===== src/rtl/frame_tx_pkg.sv =====
// frame_tx_pkg: shared types, default widths and small helpers for the frame
// transmitter. The inter-frame gap feature is enabled with FRAME_TX_IFG_EN.
package frame_tx_pkg;

  localparam int LEN_W_DEF = 8;
  localparam int SEQ_W_DEF = 4;
  localparam int IFG_DEF   = 2;

  typedef enum logic [1:0] {
    IDLE  = 2'd0,
    BURST = 2'd1,
    GAP   = 2'd2
  } state_e;

  // The IDLE->BURST handoff already contributes one idle cycle, so a GAP
  // state is only needed when more than one idle cycle is required.
  function automatic bit gap_state_used(input int ifg);
    return ifg > 1;
  endfunction

  // Width of the gap down-counter, which holds IFG-2 at most.
  function automatic int gap_cnt_width(input int ifg);
    return (ifg > 2) ? $clog2(ifg - 1) : 1;
  endfunction

endpackage


===== src/rtl/frame_tx_gap_timer.sv =====
// frame_tx_gap_timer: inter-frame gap down-counter, present only when
// FRAME_TX_IFG_EN is defined. Loaded on the last beat of a frame; done_o
// marks the final GAP cycle.
module frame_tx_gap_timer
  import frame_tx_pkg::*;
#(
  parameter int IFG = IFG_DEF
) (
  input  logic clk,
  input  logic rst,
  input  logic load_i,
  input  logic en_i,
  output logic done_o
);

  localparam int CNT_W = gap_cnt_width(IFG);
  localparam logic [CNT_W-1:0] LOAD_VAL = CNT_W'(IFG - 2);

  logic [CNT_W-1:0] cnt_q;

  // Count down once per GAP cycle from the value loaded at the last beat.
  always_ff @(posedge clk or posedge rst) begin
    if (rst) begin
      cnt_q <= '0;
    end else if (load_i) begin
      cnt_q <= LOAD_VAL;
    end else if (en_i && cnt_q != '0) begin
      cnt_q <= cnt_q - 1'b1;
    end
  end

  assign done_o = (cnt_q == '0);

endmodule


===== src/rtl/frame_tx.sv =====
// frame_tx: frame source for the valid/sop/eop interface. Accepts length
// requests over valid/ready and emits one beat per unpaused cycle.
// Optional feature: FRAME_TX_IFG_EN inserts IFG idle cycles between frames.
module frame_tx
  import frame_tx_pkg::*;
#(
  parameter int LEN_W = LEN_W_DEF,
  parameter int SEQ_W = SEQ_W_DEF,
  parameter int IFG   = IFG_DEF
) (
  input  logic             clk,
  input  logic             rst,
  input  logic             req_valid,
  input  logic [LEN_W-1:0] req_len,
  output logic             req_ready,
  input  logic             tx_pause,
  output logic             valid_out,
  output logic             sop_out,
  output logic             eop_out,
  output logic [LEN_W-1:0] data_out,
  output logic [SEQ_W-1:0] seq_out,
  output logic             busy
);

`ifdef FRAME_TX_IFG_EN
  localparam bit IFG_ON = 1'b1;
`else
  localparam bit IFG_ON = 1'b0;
`endif
  // With IFG=0 the gap feature collapses to back-to-back behaviour.
  localparam bit USE_GAP       = IFG_ON && gap_state_used(IFG);
  localparam bit READY_ON_LAST = !IFG_ON || (IFG == 0);

  state_e           state_q, state_d;
  logic [LEN_W-1:0] len_q, beat_cnt_q, data_q;
  logic [SEQ_W-1:0] seq_q, seq_cnt_q;
  logic             valid_q, sop_q, eop_q;
  logic             last_beat, accept;

  assign last_beat = (state_q == BURST) && !tx_pause && (beat_cnt_q == len_q);
  assign accept    = req_valid && req_ready;

`ifdef FRAME_TX_IFG_EN
  logic gap_done;

  frame_tx_gap_timer #(.IFG(IFG)) u_gap_timer (
    .clk    (clk),
    .rst    (rst),
    .load_i (last_beat && USE_GAP),
    .en_i   (state_q == GAP),
    .done_o (gap_done)
  );
`endif

  // State register.
  // NOTE: clocked state uses non-blocking (<=) so every flop samples pre-edge values.
  always_ff @(posedge clk or posedge rst) begin
    if (rst) state_q <= IDLE;
    else     state_q <= state_d;
  end

  // Next-state logic.
  // NOTE: default assignment first so no path leaves state_d unassigned (no latch).
  always_comb begin
    state_d = state_q;
    unique case (state_q)
      IDLE:    if (accept) state_d = BURST;
      BURST:   if (last_beat && !accept) state_d = USE_GAP ? GAP : IDLE;
`ifdef FRAME_TX_IFG_EN
      GAP:     if (gap_done) state_d = IDLE;
`else
      GAP:     state_d = IDLE;
`endif
      default: state_d = IDLE;
    endcase
  end

  // Handshake and status outputs; req_ready is held low during reset.
  always_comb begin
    req_ready = 1'b0;
    if (!rst) begin
      if (state_q == IDLE)                 req_ready = 1'b1;
      else if (last_beat && READY_ON_LAST) req_ready = 1'b1;
    end
    busy = (state_q != IDLE);
  end

  // Beat datapath: registered beat outputs, beat counter and sequence numbering.
  always_ff @(posedge clk or posedge rst) begin
    if (rst) begin
      len_q      <= '0;
      beat_cnt_q <= '0;
      data_q     <= '0;
      seq_q      <= '0;
      seq_cnt_q  <= '0;
      valid_q    <= 1'b0;
      sop_q      <= 1'b0;
      eop_q      <= 1'b0;
    end else begin
      valid_q <= 1'b0;
      sop_q   <= 1'b0;
      eop_q   <= 1'b0;
      if (state_q == IDLE && accept) begin
        len_q      <= req_len;
        beat_cnt_q <= '0;
      end else if (state_q == BURST && !tx_pause) begin
        valid_q <= 1'b1;
        sop_q   <= (beat_cnt_q == '0);
        eop_q   <= last_beat;
        data_q  <= beat_cnt_q;
        if (beat_cnt_q == '0) seq_q <= seq_cnt_q;
        if (last_beat) begin
          seq_cnt_q  <= seq_cnt_q + 1'b1;
          beat_cnt_q <= '0;
          if (accept) len_q <= req_len;
        end else begin
          beat_cnt_q <= beat_cnt_q + 1'b1;
        end
      end
    end
  end

  assign valid_out = valid_q;
  assign sop_out   = sop_q;
  assign eop_out   = eop_q;
  assign data_out  = data_q;
  assign seq_out   = seq_q;

endmodule

===== config.mk =====
export PLATFORM = sky130hd
export DESIGN_NAME = frame_tx
export DESIGN_NICKNAME = d
export VERILOG_FILES = /design/src/rtl/frame_tx_pkg.sv /design/src/rtl/frame_tx_gap_timer.sv /design/src/rtl/frame_tx.sv
export SDC_FILE = /design/constraint.sdc
export NUM_CORES = 1
export LEC_CHECK = 0
export BUFFER_PORTS_ARGS = -buffer_cell sky130_fd_sc_hd__buf_2
export CAP_MARGIN = 40
export CORE_ASPECT_RATIO = 1.5
export CORE_MARGIN = 2
export CORE_UTILIZATION = 57
export CTS_BUF_LIST = sky130_fd_sc_hd__clkbuf_4 sky130_fd_sc_hd__clkbuf_8
export CTS_CLUSTER_SIZE = 20
export DETAILED_ROUTE_END_ITERATION = 16
export PLACE_DENSITY = 0.77
export SLEW_MARGIN = 25
export SYNTH_ARGS = -nofsm -noshare
export SYNTH_HDL_FRONTEND = slang
export SYNTH_SLANG_ARGS = --single-unit

===== constraint.sdc =====
create_clock -name clk -period 2.9 [get_ports clk]
set_clock_uncertainty 0.2 [all_clocks]
set_input_delay 0.58 -clock clk [delete_from_list [all_inputs] [get_ports clk]]
set_output_delay 0.58 -clock clk [all_outputs]
set_load 0.05 [all_outputs]

==> impl_metrics.py <==
metrics = {
    "status": {
        "status": "finished clean",
    },
    "power_and_ir_drop": {
        "ir_drop_v": 0.000762,
        "p_leak_nw": 0.941,
        "power.total_mw": 1.90,
        "power_per_cell_area_nw_per_um2": 979,
    },
    "sta": {
        "worst_slack_ns": 0.147,
        "fmax_mhz": 363,
        "rsz0062_at_grt": "false",
        "final-setup-viol-count": 0,
        "hold_viol": 0,
        "drv_slew": 0,
        "slew_headroom": 0.707,
        "fin_tns_setup_ns": 0,
        "period_share": 0.949,
        "fin_crit_ns": 2.75,
        "tightest_slew_ns": 0.440,
    },
    "worst_setup_path": {
        "criticalPathCategory": "reg -> out",
        "crit_chain": "xor2_1 -> nor3_1 -> nand3_2 -> a21oi_1 -> buf_2",
        "critPathMaxStageDelay_ns": 0.47,
        "critPathSlowestCell": "dfrtp_1",
        "reg2reg_to": "len_q[0]",
        "crit_required_ns": 2.12,
        "reg2reg_slack_ns": 0.66,
        "cp_max_fo": 8,
        "critPathArrivalTime_ns": 1.97,
        "rr_worst_depth": 5,
        "timing.rr.start": "beat_cnt_q[5]",
        "startpoint_type": "flop",
        "cp-end-kind": "output port",
    },
    "clock_tree": {
        "h-tree-depth": 2,
        "cts_root_buffer": "clkbuf_8",
        "ctsResizeCount": 0,
        "cts_tree": "done",
        "clkLatencyLatePin_ns": 0.29,
        "clk_path_buf_depth": 2,
        "clk_pin_slew_ns": 0.07,
        "numCtsBuffers": 5,
        "clock_sinks": 36,
        "hold_buffers": 0,
        "cts_setup_buffers": 0,
    },
    "logic_synthesis": {
        "seq_area_frac_synth": 0.545,
        "yosys_register_bits": 36,
        "yosysUniqueCellTypes": 29,
        "syn_area_per_cell_sq_um": 11.9,
        "synth_fp_nets": 154,
        "syn_area_sq_um": 1650,
        "yosysTopAreaCell": "dfrtp_1",
        "yosys_warnings": 0,
        "yosys-top-cells-area": "dfrtp_1 (55%), mux2_2 (12%), xor2_1 (6.4%)",
        "syn_inst": 139,
        "synth_top_area_frac": 0.545,
    },
    "floorplan": {
        "die-width_microns": 48.0,
        "rows": 23,
        "coreArea_sq_um": 2710,
        "fp.dieH_microns": 69.9,
        "ioPinCount": 29,
        "die-area_sq_um": 3350,
        "start_util": 0.611,
    },
    "drt": {
        "drc": 0,
        "dr_total_vias": 1156,
        "wire_per_inst_microns": 14.9,
        "vias_per_cell": 5.53,
        "drtIter0Drc": 46,
        "wirelength_microns": 3120,
        "ant_nets": 0,
        "first_pass_iters": 4,
    },
    "global_routing": {
        "overflow": 0,
        "grt_pass1_vias": 1200,
        "grt_pass1_wl_microns": 5270,
        "grt_max_degree": 37,
        "antenna_found_initial": 0,
        "grt_usage": 0.222,
    },
    "place": {
        "post-dp-hpwl_microns": 2380,
        "io_buffers": 28,
        "pre_cts_slack_ns": 0.518,
        "gp_congestion": 0.832,
    },
    "flow_run": {
        "max-cap-violations": 0,
    },
    "final_layout": {
        "final_layout_size_suffix_gt1_frac": 0.349,
        "fillCellCount": 232,
        "nNetsFinal": 186,
        "insertedDiodeCount": 0,
        "area_growth_pct": 17.4,
    },
    "worst_hold_path": {
        "hp-class": "in -> async",
    },
}
## synth_stat cells
library cell / number
xor2_1: 12
o2111a_1: 1
xnor2_1: 3
nand3_1: 5
dfrtp_1: 36
and3_1: 2
nand2_1: 20
inv_1: 4
nor2b_1: 1
nor4_4: 1
o21ai_0: 3
buf_2: 3
ha_1: 3
and4_1: 1
nand3b_1: 2
o211ai_1: 2
a21oi_4: 1
mux2_2: 17
nor2_1: 4
nor4b_1: 1
a32o_1: 1
a21oi_1: 1
nor3b_2: 1
nor3_1: 6
nand4_1: 2
nand4b_1: 2
buf_4: 1
nand3_2: 1
clkbuf_2: 2
## report_power, final
group          total [mW]  switching [mW]  leakage, nW  internal (mW)
logic               0.653           0.401        0.444          0.252
registers           0.816           0.157        0.443          0.659
clock network       0.429           0.175       0.0541          0.254
## kinds of logic (layout without fill, tap and decap cells)
| group | after synthesis | in the layout | share of synthesized area |
|---|---|---|---|
| fa+ha+maj | 3 | 3 | 0.0227 |
| buf+inv | 10 | 43 | 0.0288 |
| compound gates | 9 | 9 | 0.0439 |
| simple gates | 49 | 49 | 0.164 |
| xor+xnor | 15 | 15 | 0.0795 |
| mux | 17 | 17 | 0.116 |
| flops | 36 | 36 | 0.545 |
## registers in the layout, summed over array words and instances, names as in the netlist
signal / flops
beat_cnt_q: 8
data_out: 8
len_q: 8
seq_cnt_q: 4
seq_out: 4
eop_out: 1
sop_out: 1
state_q: 1
valid_out: 1
## stage by stage
step | util | hold slack [ns] | cell area [sq um] | cells
2_1_floorplan | - | 0.245 | 1650 | 139
3_3_place_gp | 0.676 | 0.255 | 1830 | 201
3_5_place_dp | 0.676 | 0.257 | 1830 | 201
4_1_cts | 0.717 | 0.243 | 1940 | 209
5_1_grt | 0.717 | 0.293 | 1940 | 209
6_report | 0.717 | 0.230 | 1940 | 209
## cell type report
type | instances | area (sq um) | area share
clock inverters | 3 | 42.5 | 0.0219
multi-input cells | 93 | 703 | 0.363
flip-flops and latches | 36 | 901 | 0.465
repair buffers | 31 | 163 | 0.0839
clock buffers | 5 | 68.8 | 0.0355
inverters | 4 | 15.0 | 0.00774
well taps | 37 | 46.3 | 0.0239
## critical path, delay by kind of cell (launching register included)
family / cells / cell delay [ns]
and+or+nand+nor: 2 / 0.57
xor gates and xnor gates: 1 / 0.19
buffers and inverters: 1 / 0.27
AOI/OAI and AO/OA: 1 / 0.17
DFF: 1 / 0.47
## cells in the final DEF (no fill, tap or decap), drive strengths merged
cell       n
and3       2
nand4      2
clkbuf     5
nand3b     2
o21ai      3
nor4b      1
nand4b     2
a32o       1
clkinv     1
and4       1
nor2b      1
clkinvlp   1
nor4       1
dfrtp     36
nor3       6
nor3b      1
xnor2      3
mux2      17
ha         3
nand2     20
nor2       4
buf       31
nand3      6
a21oi      2
xor2      12
o211ai     2
o2111a     1
bufinv     1
inv        4
## metal layers
| metal | vias up | wire, microns | global-route usage |
|---|---|---|---|
| li1 | 544 | - | - |
| met1 | 579 | 1150 | 0.233 |
| met2 | 27 | 1800 | 0.373 |
| met3 | 6 | 112 | 0.0801 |
| met4 | 0 | 57 | 0.0961 |
| met5 | - | 0 | 0 |
## worst max-delay path by stage
stage | to | slack (ns) | depth (start not counted) | from
2_1_floorplan | req_ready | 0.21 | 4 | beat_cnt_q[1]
3_5_place_dp | req_ready | 0.52 | 5 | beat_cnt_q[1]
6_report | req_ready | 0.15 | 5 | beat_cnt_q[5]
3_3_place_gp | req_ready | 0.56 | 5 | beat_cnt_q[1]
5_1_grt | req_ready | 0.04 | 5 | beat_cnt_q[5]
4_1_cts | req_ready | 0.20 | 5 | beat_cnt_q[1]
Power figures use the tool's default switching activity.
